[config.mk]
export PLATFORM = sky130hd
export DESIGN_NAME = pcap_reader_top
export DESIGN_NICKNAME = d
export VERILOG_FILES = /design/src/rtl/pcap_pkg.sv /design/src/rtl/fifo.sv /design/src/rtl/pcap_reader_top.sv /design/src/rtl/pcap_reader.sv
export SDC_FILE = /design/constraint.sdc
export NUM_CORES = 1
export LEC_CHECK = 0
export ABC_CLOCK_PERIOD_IN_PS = 4800
export CAP_MARGIN = 20
export CELL_PAD_IN_SITES_DETAIL_PLACEMENT = 1
export CELL_PAD_IN_SITES_GLOBAL_PLACEMENT = 1
export CORE_AREA = 4 4 279 144
export CTS_CLUSTER_SIZE = 25
export DETAILED_ROUTE_END_ITERATION = 10
export DIE_AREA = 0 0 283 148
export PLACE_DENSITY_LB_ADDON = 0.1
export REMOVE_ABC_BUFFERS = 1
export SYNTH_ARGS = -nofsm -noshare
export SYNTH_HDL_FRONTEND = slang
export SYNTH_SLANG_ARGS = --single-unit
export TNS_END_PERCENT = 30
[constraint.sdc]
create_clock -name clock -period 4.8 [get_ports clock]
set_input_delay 0.72 -clock clock [delete_from_list [all_inputs] [get_ports clock]]
set_output_delay 0.72 -clock clock [all_outputs]
set_load 0.1 [all_outputs]
[src/rtl/pcap_pkg.sv]
// Constants and state type shared by the PCAP de-encapsulator and its wrapper.
// Latency: n/a (declarations only).
// Backpressure: n/a (declarations only).
package pcap_pkg;

  localparam int PCAP_FILE_HEADER_BYTES   = 24;
  localparam int PCAP_PACKET_HEADER_BYTES = 16;
  localparam int PCAP_INCL_LEN_OFFSET     = 8;

  // Magic 0xA1B2C3D4 as it appears on disk (little-endian), index = byte position.
  localparam logic [7:0] PCAP_MAGIC_LE [4] = '{8'hD4, 8'hC3, 8'hB2, 8'hA1};

  typedef enum logic [2:0] {
    ST_GHDR = 3'd0,   // global file header
    ST_PHDR = 3'd1,   // per-record header
    ST_FWD  = 3'd2,   // forwarding captured bytes
    ST_DROP = 3'd3,   // consuming an oversize record
    ST_ERR  = 3'd4    // bad magic, parked until reset
  } pcap_state_t;

endpackage

[src/rtl/fifo.sv]
// Generic synchronous first-word-fall-through FIFO (DEPTH must be a power of two).
// Latency: a written word is visible on dout the cycle after the write.
// Backpressure: writes ignored while full, reads ignored while empty.
//
// Ports: clock/reset (async active-low); wr_en/din/full write side;
//        rd_en/dout/empty read side, dout valid whenever empty=0.
module fifo #(
  parameter int WIDTH = 8,
  parameter int DEPTH = 16
) (
  input  logic             clock,
  input  logic             reset,
  input  logic             wr_en,
  input  logic [WIDTH-1:0] din,
  output logic             full,
  input  logic             rd_en,
  output logic [WIDTH-1:0] dout,
  output logic             empty
);

  localparam int AW = $clog2(DEPTH);

  logic [WIDTH-1:0] mem [DEPTH];
  logic [AW-1:0]    wr_ptr_q, wr_ptr_d;
  logic [AW-1:0]    rd_ptr_q, rd_ptr_d;
  logic [AW:0]      count_q, count_d;
  logic             do_wr, do_rd;

  assign full  = (count_q == (AW+1)'(DEPTH));
  assign empty = (count_q == '0);
  assign dout  = mem[rd_ptr_q];
  assign do_wr = wr_en && !full;
  assign do_rd = rd_en && !empty;

  always_comb begin
    wr_ptr_d = wr_ptr_q;
    rd_ptr_d = rd_ptr_q;
    count_d  = count_q;
    if (do_wr) wr_ptr_d = wr_ptr_q + AW'(1);
    if (do_rd) rd_ptr_d = rd_ptr_q + AW'(1);
    if (do_wr && !do_rd) count_d = count_q + (AW+1)'(1);
    else if (do_rd && !do_wr) count_d = count_q - (AW+1)'(1);
  end

  always_ff @(posedge clock or negedge reset) begin
    if (!reset) begin
      wr_ptr_q <= '0;
      rd_ptr_q <= '0;
      count_q  <= '0;
    end else begin
      wr_ptr_q <= wr_ptr_d;
      rd_ptr_q <= rd_ptr_d;
      count_q  <= count_d;
    end
  end

  // Storage carries no reset; contents are only observed behind count_q.
  always_ff @(posedge clock) begin
    if (do_wr) mem[wr_ptr_q] <= din;
  end

endmodule

[src/rtl/pcap_reader_top.sv]
// Wraps pcap_reader between an input byte FIFO and an output frame FIFO.
// Latency: one cycle through each FIFO plus zero through the reader.
// Backpressure: in_full when the input FIFO fills; reader stalls on a full output FIFO.
//
// Ports: clock, reset (async active-low);
//        in_wr_en/in_din/in_full   : raw pcap byte stream in;
//        out_rd_en/out_dout/out_sof/out_eof/out_empty : FWFT frame stream to udp_reader;
//        frame_count/drop_count/error : reader status.
module pcap_reader_top #(
  parameter int MAX_FRAME_BYTES = 1518,
  parameter int COUNT_WIDTH     = 16,
  parameter int FIFO_DEPTH      = 16
) (
  input  logic                   clock,
  input  logic                   reset,
  input  logic                   in_wr_en,
  input  logic [7:0]             in_din,
  output logic                   in_full,
  input  logic                   out_rd_en,
  output logic [7:0]             out_dout,
  output logic                   out_sof,
  output logic                   out_eof,
  output logic                   out_empty,
  output logic [COUNT_WIDTH-1:0] frame_count,
  output logic [COUNT_WIDTH-1:0] drop_count,
  output logic                   error
);

  logic [7:0] rd_dout;
  logic       rd_empty, rd_en;
  logic       wr_full, wr_en;
  logic [7:0] wr_din;
  logic       wr_sof, wr_eof;
  logic [9:0] out_word;

  fifo #(.WIDTH(8), .DEPTH(FIFO_DEPTH)) u_in_fifo (
    .clock (clock),
    .reset (reset),
    .wr_en (in_wr_en),
    .din   (in_din),
    .full  (in_full),
    .rd_en (rd_en),
    .dout  (rd_dout),
    .empty (rd_empty)
  );

  pcap_reader #(
    .MAX_FRAME_BYTES (MAX_FRAME_BYTES),
    .COUNT_WIDTH     (COUNT_WIDTH)
  ) u_reader (
    .clock       (clock),
    .reset       (reset),
    .in_dout     (rd_dout),
    .in_empty    (rd_empty),
    .in_rd_en    (rd_en),
    .out_full    (wr_full),
    .out_wr_en   (wr_en),
    .out_din     (wr_din),
    .out_sof     (wr_sof),
    .out_eof     (wr_eof),
    .frame_count (frame_count),
    .drop_count  (drop_count),
    .error       (error)
  );

  // Framing bits travel alongside each byte: {sof, eof, data}.
  fifo #(.WIDTH(10), .DEPTH(FIFO_DEPTH)) u_out_fifo (
    .clock (clock),
    .reset (reset),
    .wr_en (wr_en),
    .din   ({wr_sof, wr_eof, wr_din}),
    .full  (wr_full),
    .rd_en (out_rd_en),
    .dout  (out_word),
    .empty (out_empty)
  );

  assign out_sof  = out_word[9];
  assign out_eof  = out_word[8];
  assign out_dout = out_word[7:0];

endmodule

[src/rtl/pcap_reader.sv]
// Strips pcap global/record headers and forwards each captured frame with sof/eof.
// Latency: zero -- a payload byte popped from the input is pushed out the same cycle.
// Backpressure: FWD pops only when the output can accept; headers/drops pop freely.
//
// Ports: clock, reset (async active-low);
//        in_dout/in_empty/in_rd_en  : FWFT input FIFO read side;
//        out_full/out_wr_en/out_din/out_sof/out_eof : downstream FIFO write side;
//        frame_count/drop_count (saturating), error (sticky bad magic).
module pcap_reader
  import pcap_pkg::*;
#(
  parameter int MAX_FRAME_BYTES = 1518,
  parameter int COUNT_WIDTH     = 16
) (
  input  logic                   clock,
  input  logic                   reset,
  input  logic [7:0]             in_dout,
  input  logic                   in_empty,
  output logic                   in_rd_en,
  input  logic                   out_full,
  output logic                   out_wr_en,
  output logic [7:0]             out_din,
  output logic                   out_sof,
  output logic                   out_eof,
  output logic [COUNT_WIDTH-1:0] frame_count,
  output logic [COUNT_WIDTH-1:0] drop_count,
  output logic                   error
);

  localparam logic [31:0] GHDR_LAST = 32'(PCAP_FILE_HEADER_BYTES - 1);
  localparam logic [31:0] PHDR_LAST = 32'(PCAP_PACKET_HEADER_BYTES - 1);
  localparam logic [31:0] LEN_LO    = 32'(PCAP_INCL_LEN_OFFSET);
  localparam logic [31:0] LEN_HI    = 32'(PCAP_INCL_LEN_OFFSET + 3);
  localparam logic [31:0] MAX_LEN   = 32'(MAX_FRAME_BYTES);
  localparam logic [COUNT_WIDTH-1:0] CNT_MAX = '1;

  pcap_state_t            state_q, state_d;
  logic [31:0]            byte_cnt_q, byte_cnt_d;
  logic [31:0]            rec_len_q, rec_len_d;
  logic [COUNT_WIDTH-1:0] frame_count_q, frame_count_d;
  logic [COUNT_WIDTH-1:0] drop_count_q, drop_count_d;
  logic                   error_q, error_d;

  logic pop, push, sof_c, eof_c, last_byte;

  always_comb begin
    state_d       = state_q;
    byte_cnt_d    = byte_cnt_q;
    rec_len_d     = rec_len_q;
    frame_count_d = frame_count_q;
    drop_count_d  = drop_count_q;
    error_d       = error_q;
    pop           = 1'b0;
    push          = 1'b0;
    sof_c         = 1'b0;
    eof_c         = 1'b0;
    last_byte     = (byte_cnt_q == rec_len_q - 32'd1);

    case (state_q)
      ST_GHDR: begin
        pop = !in_empty;
        if (pop) begin
          if ((byte_cnt_q < 32'd4) && (in_dout != PCAP_MAGIC_LE[byte_cnt_q[1:0]])) begin
            error_d    = 1'b1;
            state_d    = ST_ERR;
            byte_cnt_d = '0;
          end else if (byte_cnt_q == GHDR_LAST) begin
            state_d    = ST_PHDR;
            byte_cnt_d = '0;
          end else begin
            byte_cnt_d = byte_cnt_q + 32'd1;
          end
        end
      end

      ST_PHDR: begin
        pop = !in_empty;
        if (pop) begin
          // incl_len sits on a 4-byte boundary, so the low two count bits
          // select which byte lane of rec_len this header byte fills.
          if ((byte_cnt_q >= LEN_LO) && (byte_cnt_q <= LEN_HI)) begin
            rec_len_d[{byte_cnt_q[1:0], 3'b000} +: 8] = in_dout;
          end
          if (byte_cnt_q == PHDR_LAST) begin
            // incl_len bytes were registered several cycles ago, so
            // rec_len_q already holds the final length here.
            byte_cnt_d = '0;
            if (rec_len_q == 32'd0)        state_d = ST_PHDR;
            else if (rec_len_q > MAX_LEN)  state_d = ST_DROP;
            else                           state_d = ST_FWD;
          end else begin
            byte_cnt_d = byte_cnt_q + 32'd1;
          end
        end
      end

      ST_FWD: begin
        push  = !in_empty && !out_full;
        pop   = push;
        sof_c = push && (byte_cnt_q == 32'd0);
        eof_c = push && last_byte;
        if (push) begin
          if (last_byte) begin
            if (frame_count_q != CNT_MAX) frame_count_d = frame_count_q + 1'b1;
            state_d    = ST_PHDR;
            byte_cnt_d = '0;
          end else begin
            byte_cnt_d = byte_cnt_q + 32'd1;
          end
        end
      end

      ST_DROP: begin
        pop = !in_empty;
        if (pop) begin
          if (last_byte) begin
            if (drop_count_q != CNT_MAX) drop_count_d = drop_count_q + 1'b1;
            state_d    = ST_PHDR;
            byte_cnt_d = '0;
          end else begin
            byte_cnt_d = byte_cnt_q + 32'd1;
          end
        end
      end

      ST_ERR: begin
        error_d = 1'b1;
      end

      default: begin
        state_d    = ST_GHDR;
        byte_cnt_d = '0;
      end
    endcase
  end

  always_ff @(posedge clock or negedge reset) begin
    if (!reset) begin
      state_q       <= ST_GHDR;
      byte_cnt_q    <= '0;
      rec_len_q     <= '0;
      frame_count_q <= '0;
      drop_count_q  <= '0;
      error_q       <= 1'b0;
    end else begin
      state_q       <= state_d;
      byte_cnt_q    <= byte_cnt_d;
      rec_len_q     <= rec_len_d;
      frame_count_q <= frame_count_d;
      drop_count_q  <= drop_count_d;
      error_q       <= error_d;
    end
  end

  // Handshakes are gated by reset so nothing moves while it is held low,
  // even though the registered state already reads GHDR.
  assign in_rd_en    = reset & pop;
  assign out_wr_en   = reset & push;
  assign out_sof     = reset & sof_c;
  assign out_eof     = reset & eof_c;
  assign out_din     = in_dout;
  assign frame_count = frame_count_q;
  assign drop_count  = drop_count_q;
  assign error       = error_q;

endmodule

==> results of run 1 <==
metrics by stage:
step / TNS [ns] / std cells / hold WS, ns
3_3_place_gp: 0 / 1957 / 0.475
5_1_grt: 0 / 2028 / 0.0779
2_1_floorplan: -5.33 / 1379 / 0.424
3_5_place_dp: 0 / 1957 / 0.491
4_1_cts: 0 / 2028 / 0.0646
6_report: 0 / 2028 / 0.0796
worst max-delay path, stage by stage, from the launching register on:
cell and delay (ns):
dfrtp_1 0.46, or4_4 0.60, or4b_1 0.66, or4_1 0.55
a211oi_1 0.26, a211oi_1 0.11, nor3b_2 0.40, a21oi_2 0.11
o21ai_1 0.57, buf_4 0.29, o21ai_0 0.11
routing by layer:
| layer | global-route usage [%] | vias up |
|---|---|---|
| met5 | 0 | - |
| met4 | 4.88 | 2 |
| met3 | 3.71 | 77 |
| met2 | 42.8 | 245 |
| met1 | 32.0 | 6552 |
| li1 | - | 5661 |
final cells by class:
cell class                 instances  area share [%]
sequential                       414            53.9
tap                              494            2.82
multi-input combinational        922            32.7
clock inverter                    24            1.38
inverter                          43           0.736
clock buffer                      47            4.87
timing repair buffer              84            3.64
cells in the mapped netlist, drive strengths merged, types with 24 or more instances:
library cell    n
xor2           46
xnor2          60
inv            42
edfxtp        288
nand2         128
o21ai          34
o31ai          26
o211ai         26
mux2i          39
and3           24
clkbuf         65
mux4           67
nand3          50
nor4           41
ha             30
dfrtp         126
nor3           48
nor2           76
worst paths after layout:
kind,start,end,slack (ns)
min in group clock,u_reader.frame_count[14]$_DFFE_PN0P_,u_reader.frame_count[14]$_DFFE_PN0P_,0.50
worst min-delay path,reset,u_in_fifo.wr_ptr_q[3]$_DFFE_PN0P_,0.08
max in group asynchronous,reset,u_reader.rec_len_q[14]$_DFFE_PN0P_,3.06
worst max-delay path,u_reader.rec_len_q[6]$_DFFE_PN0P_,u_reader.byte_cnt_q[16]$_DFFE_PN0P_,0.51
worst max register to register,u_reader.rec_len_q[6]$_DFFE_PN0P_,u_reader.byte_cnt_q[16]$_DFFE_PN0P_,0.51
worst min register to register,u_reader.frame_count[14]$_DFFE_PN0P_,u_reader.frame_count[14]$_DFFE_PN0P_,0.50
registers in the layout, indices dropped and copies added, names as in the netlist, 3 cells and up:
signal,cells
u_in_fifo.count_q,5
u_in_fifo.mem,128
u_in_fifo.rd_ptr_q,4
u_in_fifo.wr_ptr_q,4
u_out_fifo.count_q,5
u_out_fifo.mem,160
u_out_fifo.rd_ptr_q,4
u_out_fifo.wr_ptr_q,4
u_reader.byte_cnt_q,32
u_reader.drop_count,16
u_reader.frame_count,16
u_reader.rec_len_q,32
u_reader.state_q,3
cell families after synthesis:
| group | count (synthesis) |
|---|---|
| adder cells (fa/ha/maj) | 32 |
| XOR/XNOR | 106 |
| flip-flops | 414 |
| multiplexers | 116 |
| buffers and inverters | 130 |
| AND/OR/NAND/NOR | 475 |
| AO/OA/AOI/OAI | 193 |
where the power goes:
group	internal, mW	total [mW]	leakage, nW	switching (mW)
logic	0.777	1.98	2.78	1.20
registers	4.07	4.34	4.22	0.268
clock network	1.97	3.34	0.662	1.37
==> flow_summary.yaml, run 1 <==
clock_network:
  clk_pin_slew_ns: 0.08
  clock_sink_count: 414
  cts_resized: 0
  worstSkewPairLatency_ns: 0.54
  cts_max_level: 2
  postCtsSetupBuffers: 0
  ctsHoldBuffers: 0
  cts_tree: "done"
  numCtsBuffers: 39
  clock_path_buffers: 3
  cts_root_buffer: "clkbuf_16"
logic_synthesis:
  syn_area_per_cell_um2: 13.3
  yosys_warnings: 0
  synth.top_cell.area_share_pct: 44.4
  synth-xor-area-share_pct: 4.77
  synth-simple-area-share_pct: 12.6
  synth_area_leaders: "edfxtp_1 44%, dfrtp_1 16%, mux4_2 7.8%, xnor2_1 2.7%, nand2_1 2.5%"
  synth_top_area_cell: "edfxtp_1"
  ys.flop_type: "edfxtp_1"
  synth_edf_count: 288
  synth_top_family_by_area: "simple AND/OR/NAND/NOR gates"
  synth-async-reset-ratio_pct: 30.4
  syn_inst: 1466
  synth-compound-area-share_pct: 6.90
  syn-cell-area_mm2: 0.0195
  synth_cell_type_count: 70
  yosysSeqAreaShare_pct: 60.7
  ys_seq_elements: 414
  synth_fa_ha_area_share_pct: 2.13
  synthMuxAreaShare_pct: 10.3
global_routing:
  grt_pass1_wl_um: 78700
  grt.total_usage_pct: 24.1
  grt_start_max_net_pins: 55
  overflow: 0
  antenna_found_initial: 1
  grt_pass1_vias: 13300
sta:
  tightestPinTransition_ns: 1.16
  finalHoldViolCount: 0
  slew_violations: 0
  setup_slack_ns: 0.515
  final.min_clock_period_ns: 4.29
  setup_viol: 0
  relSlewSlack_pct: 22.5
  fmax_mhz: 233
  skew_ns: 0.0236
  rsz0062_at_grt: "no"
  finalCritPeriodShare_pct: 89.3
pwr:
  leakagePower_nw: 7.66
  powerDensity_mw_per_mm2: 440
  finalPower_mw: 9.65
  ir_drop_mv: 0.273
setup_path:
  cp.arrival_ns: 4.69
  crit_fanout: 8
  startpoint_type: "register"
  critPathRequiredTime_ns: 5.21
  r2r_cells: 10
  critPathCaptureType: "register"
  critical_path_class: "register to register"
cells_and_area:
  num-fill-cells: 3589
  fin_util_pct: 58.7
  antennaDiodeCount: 0
  finalInstanceArea_mm2: 0.0219
  layout-drive-gt1-share_pct: 12.6
  final_common_cell: "edfxtp_1"
  areaGrowthSynthToFinish_pct: 12.6
  final_nets: 1548
  multi_input_area_mm2: 0.00717
  ff_latch_area_mm2: 0.0118
  final_cell_mix: "288 x edfxtp_1, 128 x nand2_1, 123 x dfrtp_1"
drt:
  ant_nets: 0
  vias_per_cell: 6.18
  post_drt_wl_per_cell_um: 24.8
  via_count: 12500
  routed_wirelength_um: 50300
  drc_errors: 0
  drt_pass1_iterations: 5
  drt-initial-drc-count: 1020
  met3_wirelength_um: 2050
  wl_met1_um: 21800
  wl_met2_um: 25500
  highest_layer: "met5"
floorplanning:
  die_h_um: 148
  core_mm2: 0.0373
  fp-row-count: 50
  start_util_pct: 52.1
  dieArea_mm2: 0.0419
  io_pins: 57
  die_w_um: 283
place:
  place_area_mm2: 0.0205
  hpwlAfterDp_um: 33900
  gp_congestion: 0.840
  portBuffers: 56
  pre_cts_slack_ns: 0.542
job:
  cap_viol_max_count: 0
outcome:
  status: "finished, final reports clean"
hold_path:
  hold_path.class: "primary input to async pin"
Power figures use the tool's default switching activity.
==> run 2, diff against run 1 <==
Settings changed: CORE_AREA 4 4 279 144 to 2 2 277 142, DIE_AREA 0 0 283 148 to 0 0 279 144, SLEW_MARGIN set to 10.
==> run 2 against run 1 <==
Die area decreased by 4.1%; sequential power decreased by 0.9%; first-iteration DRC count increased by 48%; design area increased by 0.30%; critical path depth decreased by 6; core utilization decreased by 0.98 points; non-clock buffer count increased by 15; largest cell class unchanged; global-route usage increased by 5.1 points; hold slack got worse by 0.032 ns; combinational power increased by 7%; routed wire length increased by 14%.
==> flow_summary.yaml, run 2 (synthesis results as in run 1) <==
outcome:
  status: "finished, final reports clean"
pwr:
  netSwitchingFraction_pct: 30.8
  p_clk_share_pct: 33.5
  p_comb_share_pct: 21.9
  net-switching-power_mw: 2.97
  finalPower_mw: 9.63
  powerDensity_mw_per_mm2: 438
  seqPwrFrac_pct: 44.7
  leakagePower_nw: 7.70
  ir_drop_mv: 0.375
  internal-power_mw: 6.66
cells_and_area:
  areaGrowthSynthToFinish_pct: 13.0
  layout-drive-gt1-share_pct: 13.4
  final_cell_mix: "288 x edfxtp_1, 128 x nand2_1, 123 x dfrtp_1"
  fin_util_pct: 57.7
  largest_register: "u_out_fifo.mem"
  antennaDiodeCount: 0
  reg_top3: "u_out_fifo.mem x160, u_in_fifo.mem x128"
  fin_cells: 2053
  num-fill-cells: 3667
  ff_latch_area_mm2: 0.0118
  largest_reg_flops: 160
  final_common_cell: "edfxtp_1"
  final_nets: 1563
  multi_input_area_mm2: 0.00716
sta:
  setup_slack_ns: 0.403
  relSlewSlack_pct: 25.6
  fmax_mhz: 227
  skew_ns: 0.0191
  slew_violations: 0
  finalHoldViolCount: 0
  tightestPinTransition_ns: 1.11
  rsz0062_at_grt: "no"
  setup_viol: 0
  finalCritPeriodShare_pct: 91.6
  final.min_clock_period_ns: 4.40
floorplanning:
  dieArea_mm2: 0.0402
  start_util_pct: 51.1
  fp-row-count: 51
  core_mm2: 0.0381
  io_pins: 57
  die_h_um: 144
  die_w_um: 279
setup_path:
  critPathRequiredTime_ns: 4.08
  startpoint_type: "register"
  critPathBufInv: 2
  reg2reg_from: "u_reader.rec_len_q[6]$_DFFE_PN0P_"
  crit_fanout: 18
  cp.arrival_ns: 3.68
  r2r_cells: 11
  critical_path_class: "register to primary output"
  reg2reg_slack_ns: 0.57
  r2r_end: "u_reader.drop_count[9]$_DFFE_PN0P_"
  crit_slowest_cell: "clkdlybuf4s50_1"
  cp_slowest_stage_delay_ns: 0.99
  crit_family: "buffers and inverters"
  path_cells: "buf_4 -> mux4_2 -> mux4_2 -> clkdlybuf4s50_1"
  critPathCaptureType: "primary output"
  crit_top_cell: "mux4_2"
global_routing:
  antenna_found_initial: 0
  grt_start_max_net_pins: 73
  overflow: 0
  grt_pass1_vias: 13300
  grt_pass1_wl_um: 86400
  grt.total_usage_pct: 29.2
drt:
  wl_met2_um: 21300
  highest_layer: "met4"
  vias_per_cell: 6.42
  ant_nets: 0
  drt-initial-drc-count: 1514
  drc_errors: 0
  post_drt_wl_per_cell_um: 27.9
  via_count: 13200
  wl_met1_um: 28700
  met3_wirelength_um: 6490
  drt_pass1_iterations: 5
  routed_wirelength_um: 57200
clock_network:
  numCtsBuffers: 39
  postCtsSetupBuffers: 0
  cts_max_level: 2
  cts_resized: 0
  cts_root_buffer: "clkbuf_16"
  ctsHoldBuffers: 0
  clock_sink_count: 414
  clock_path_buffers: 3
  worstSkewPairLatency_ns: 0.56
  cts_tree: "done"
  clk_pin_slew_ns: 0.07
place:
  hpwlAfterDp_um: 41300
  dpl.cell_count: 1980
  pre_cts_slack_ns: 0.517
  portBuffers: 56
  gp_congestion: 0.921
job:
  cap_viol_max_count: 0
hold_path:
  hold_path.class: "primary input to async pin"
run 2: power by group through the flow:
| stage | sequential [mW] | combinational [mW] | clock [mW] |
|---|---|---|---|
| after floorplan | 4.38 | 1.42 | 0 |
| after global placement | 4.36 | 2.05 | 0 |
| after detailed placement | 4.38 | 2.10 | 0 |
| after CTS | 4.30 | 2.11 | 3.27 |
| after global routing | 4.33 | 2.23 | 3.40 |
| final | 4.30 | 2.11 | 3.22 |
run 2: layer usage:
layer	vias up	track usage [%]
met3	65	8.17
met1	6845	49.3
li1	5685	-
met2	586	36.4
met4	0	4.95
met5	-	0
run 2: worst reg2reg max path, stage by stage (launching register included):
cell	delay, ns
dfrtp_1	0.45
or4_4	0.62
or4b_1	0.72
or4_1	0.55
a211oi_1	0.24
a211oi_1	0.10
nor4_1	0.29
nand4_1	0.14
buf_4	0.27
buf_4	0.26
nor4_1	0.35
xor2_1	0.19
run 2: cell type report:
cell class              count  area share, %
clock inverters            22           1.09
inverters                  43          0.734
well taps                 503           2.86
flip-flops and latches    414           53.7
clock buffers              50           4.86
repair buffers             99           4.20
multi-input cells         922           32.5
run 2: worst max-delay path by stage:
stage | startpoint | endpoint | slack [ns] | cells past startpoint
after global placement | u_reader.rec_len_q[6]$_DFFE_PN0P_ | u_reader.byte_cnt_q[10]$_DFFE_PN0P_ | 0.70 | 10
after global routing | u_out_fifo.rd_ptr_q[0]$_DFFE_PN0P_ | out_dout[4] | 0.31 | 4
final | u_out_fifo.rd_ptr_q[0]$_DFFE_PN0P_ | out_sof | 0.40 | 4
after detailed placement | u_reader.rec_len_q[6]$_DFFE_PN0P_ | u_reader.byte_cnt_q[15]$_DFFE_PN0P_ | 0.52 | 10
after floorplan | u_in_fifo.rd_ptr_q[3]$_DFFE_PN0P_ | u_reader.byte_cnt_q[2]$_DFFE_PN0P_ | -0.37 | 8
after CTS | u_out_fifo.rd_ptr_q[0]$_DFFE_PN0P_ | out_sof | 0.37 | 4
run 2: metrics by stage:
step / cell area [um2] / hold WS [ns] / TNS, ns
5_1_grt: 22000 / 0.0422 / 0
3_3_place_gp: 20700 / 0.477 / 0
2_1_floorplan: 19100 / 0.424 / -5.33
6_report: 22000 / 0.0476 / 0
4_1_cts: 22000 / 0.0332 / 0
3_5_place_dp: 20700 / 0.502 / 0
==> run 3, diff against run 2 <==
Settings changed: PLACE_DENSITY_LB_ADDON 0.1 to 0.25.
==> run 3 against run 2 <==
Register-to-register slack lost 0.10 ns; clock skew shrank 0.0038 ns; die area is the same; design area shrank 0.40%; via count grew 0.97%; highest routed layer unchanged.
==> flow_summary.yaml, run 3 (synthesis results as in run 1) <==
outcome:
  status: "finished, final reports clean"
clock_network:
  cts_root_buffer: "clkbuf_16"
  numCtsBuffers: 39
  cts_tree: "done"
  worstSkewPairLatency_ns: 0.55
  clock_sink_count: 414
  cts_max_level: 2
  cts_resized: 0
  ctsHoldBuffers: 0
  postCtsSetupBuffers: 0
  clk_pin_slew_ns: 0.07
  clock_path_buffers: 3
place:
  pre_cts_slack_ns: 0.608
  gp_congestion: 0.921
  hpwlAfterDp_um: 39500
  portBuffers: 56
global_routing:
  grt.total_usage_pct: 28.9
  grt_pass1_wl_um: 86300
  antenna_found_initial: 0
  grt_pass1_vias: 13600
  overflow: 0
  grt_start_max_net_pins: 61
setup_path:
  reg2reg_slack_ns: 0.47
  reg2reg_from: "u_reader.rec_len_q[6]$_DFFE_PN0P_"
  cp.arrival_ns: 4.75
  startpoint_type: "register"
  critical_path_class: "register to register"
  critPathCaptureType: "register"
  crit_fanout: 24
  r2r_cells: 10
  r2r_end: "u_reader.drop_count[13]$_DFFE_PN0P_"
  critPathRequiredTime_ns: 5.22
cells_and_area:
  areaGrowthSynthToFinish_pct: 12.5
  ff_latch_area_mm2: 0.0118
  final_common_cell: "edfxtp_1"
  largest_reg_flops: 160
  final_nets: 1554
  reg_top3: "u_out_fifo.mem x160, u_in_fifo.mem x128"
  final_cell_mix: "288 x edfxtp_1, 128 x nand2_1, 123 x dfrtp_1"
  fin_util_pct: 57.5
  num-fill-cells: 3676
  layout-drive-gt1-share_pct: 12.7
  multi_input_area_mm2: 0.00716
  antennaDiodeCount: 0
  largest_register: "u_out_fifo.mem"
drt:
  drt-initial-drc-count: 1505
  post_drt_wl_per_cell_um: 27.9
  ant_nets: 0
  via_count: 13300
  drt_pass1_iterations: 5
  vias_per_cell: 6.51
  drc_errors: 0
  routed_wirelength_um: 57000
floorplanning:
  start_util_pct: 51.1
  io_pins: 57
  fp-row-count: 51
  die_h_um: 144
  core_mm2: 0.0381
  dieArea_mm2: 0.0402
  die_w_um: 279
sta:
  setup_slack_ns: 0.468
  rsz0062_at_grt: "no"
  relSlewSlack_pct: 27.2
  finalCritPeriodShare_pct: 90.2
  slew_violations: 0
  fmax_mhz: 231
  tightestPinTransition_ns: 1.09
  final.min_clock_period_ns: 4.33
  setup_viol: 0
  whs_ns: 0.0328
  finalHoldViolCount: 0
  skew_ns: 0.0153
pwr:
  powerDensity_mw_per_mm2: 436
  leakagePower_nw: 7.66
  ir_drop_mv: 0.286
job:
  cap_viol_max_count: 0
hold_path:
  hold_path.class: "primary input to async pin"
## run 3: worst max path at each step
stage	start	end	slack (ns)	cells after the start
after floorplan	u_in_fifo.rd_ptr_q[3]$_DFFE_PN0P_	u_reader.byte_cnt_q[2]$_DFFE_PN0P_	-0.37	8
after global placement	u_reader.rec_len_q[6]$_DFFE_PN0P_	u_reader.drop_count[13]$_DFFE_PN0P_	0.58	10
after detailed placement	u_reader.rec_len_q[6]$_DFFE_PN0P_	u_reader.drop_count[13]$_DFFE_PN0P_	0.61	10
after CTS	u_reader.rec_len_q[6]$_DFFE_PN0P_	u_reader.drop_count[13]$_DFFE_PN0P_	0.53	10
after global routing	u_reader.rec_len_q[6]$_DFFE_PN0P_	u_reader.drop_count[13]$_DFFE_PN0P_	0.31	10
final	u_reader.rec_len_q[6]$_DFFE_PN0P_	u_reader.drop_count[13]$_DFFE_PN0P_	0.47	10
## run 3: layer usage
metal | up-vias | global-route usage [%] | share of wire, %
met3 | 75 | 8.48 | 11
met2 | 656 | 39.3 | 41
met5 | - | 0 | 0
met1 | 6919 | 45.9 | 47
met4 | 0 | 5.21 | 1.4
li1 | 5659 | - | -
## run 3: metrics by stage
| step | power [mW] | cells | setup TNS [ns] | cell area (um2) |
|---|---|---|---|---|
| after global routing | 9.88 | 2043 | 0 | 21900 |
| final | 9.56 | 2043 | 0 | 21900 |
| after CTS | 9.60 | 2040 | 0 | 21900 |
| after global placement | 6.32 | 1969 | 0 | 20600 |
| after detailed placement | 6.40 | 1969 | 0 | 20600 |
| after floorplan | 5.81 | 1379 | -5.33 | 19100 |
## run 3: report_power, final
group          leakage [nW]  switching, mW  total (mW)  internal [mW]
Clock                 0.631           1.38        3.23           1.85
Combinational          2.81           1.29        2.06          0.762
Sequential             4.22          0.202        4.27           4.07
Total                  7.66           2.87        9.56           6.68
## run 3: area by class of cell
cell class	instances	area share, %
Clock buffer	49	4.87
Timing Repair Buffer	90	3.81
Tap cell	503	2.87
Multi-Input combinational cell	922	32.7
Inverter	43	0.737
Clock inverter	22	1.11
Sequential cell	414	53.9
## run 3: worst max-delay path, cell delays in order, from the launching register on
cell and delay (ns):
dfrtp_1 0.46, or4_4 0.61, or4b_1 0.72, or4_1 0.57, a211oi_1 0.25, a211oi_1 0.10
nor4_1 0.25, nand4_1 0.22, buf_4 0.31, or4_1 0.57, xnor2_1 0.14
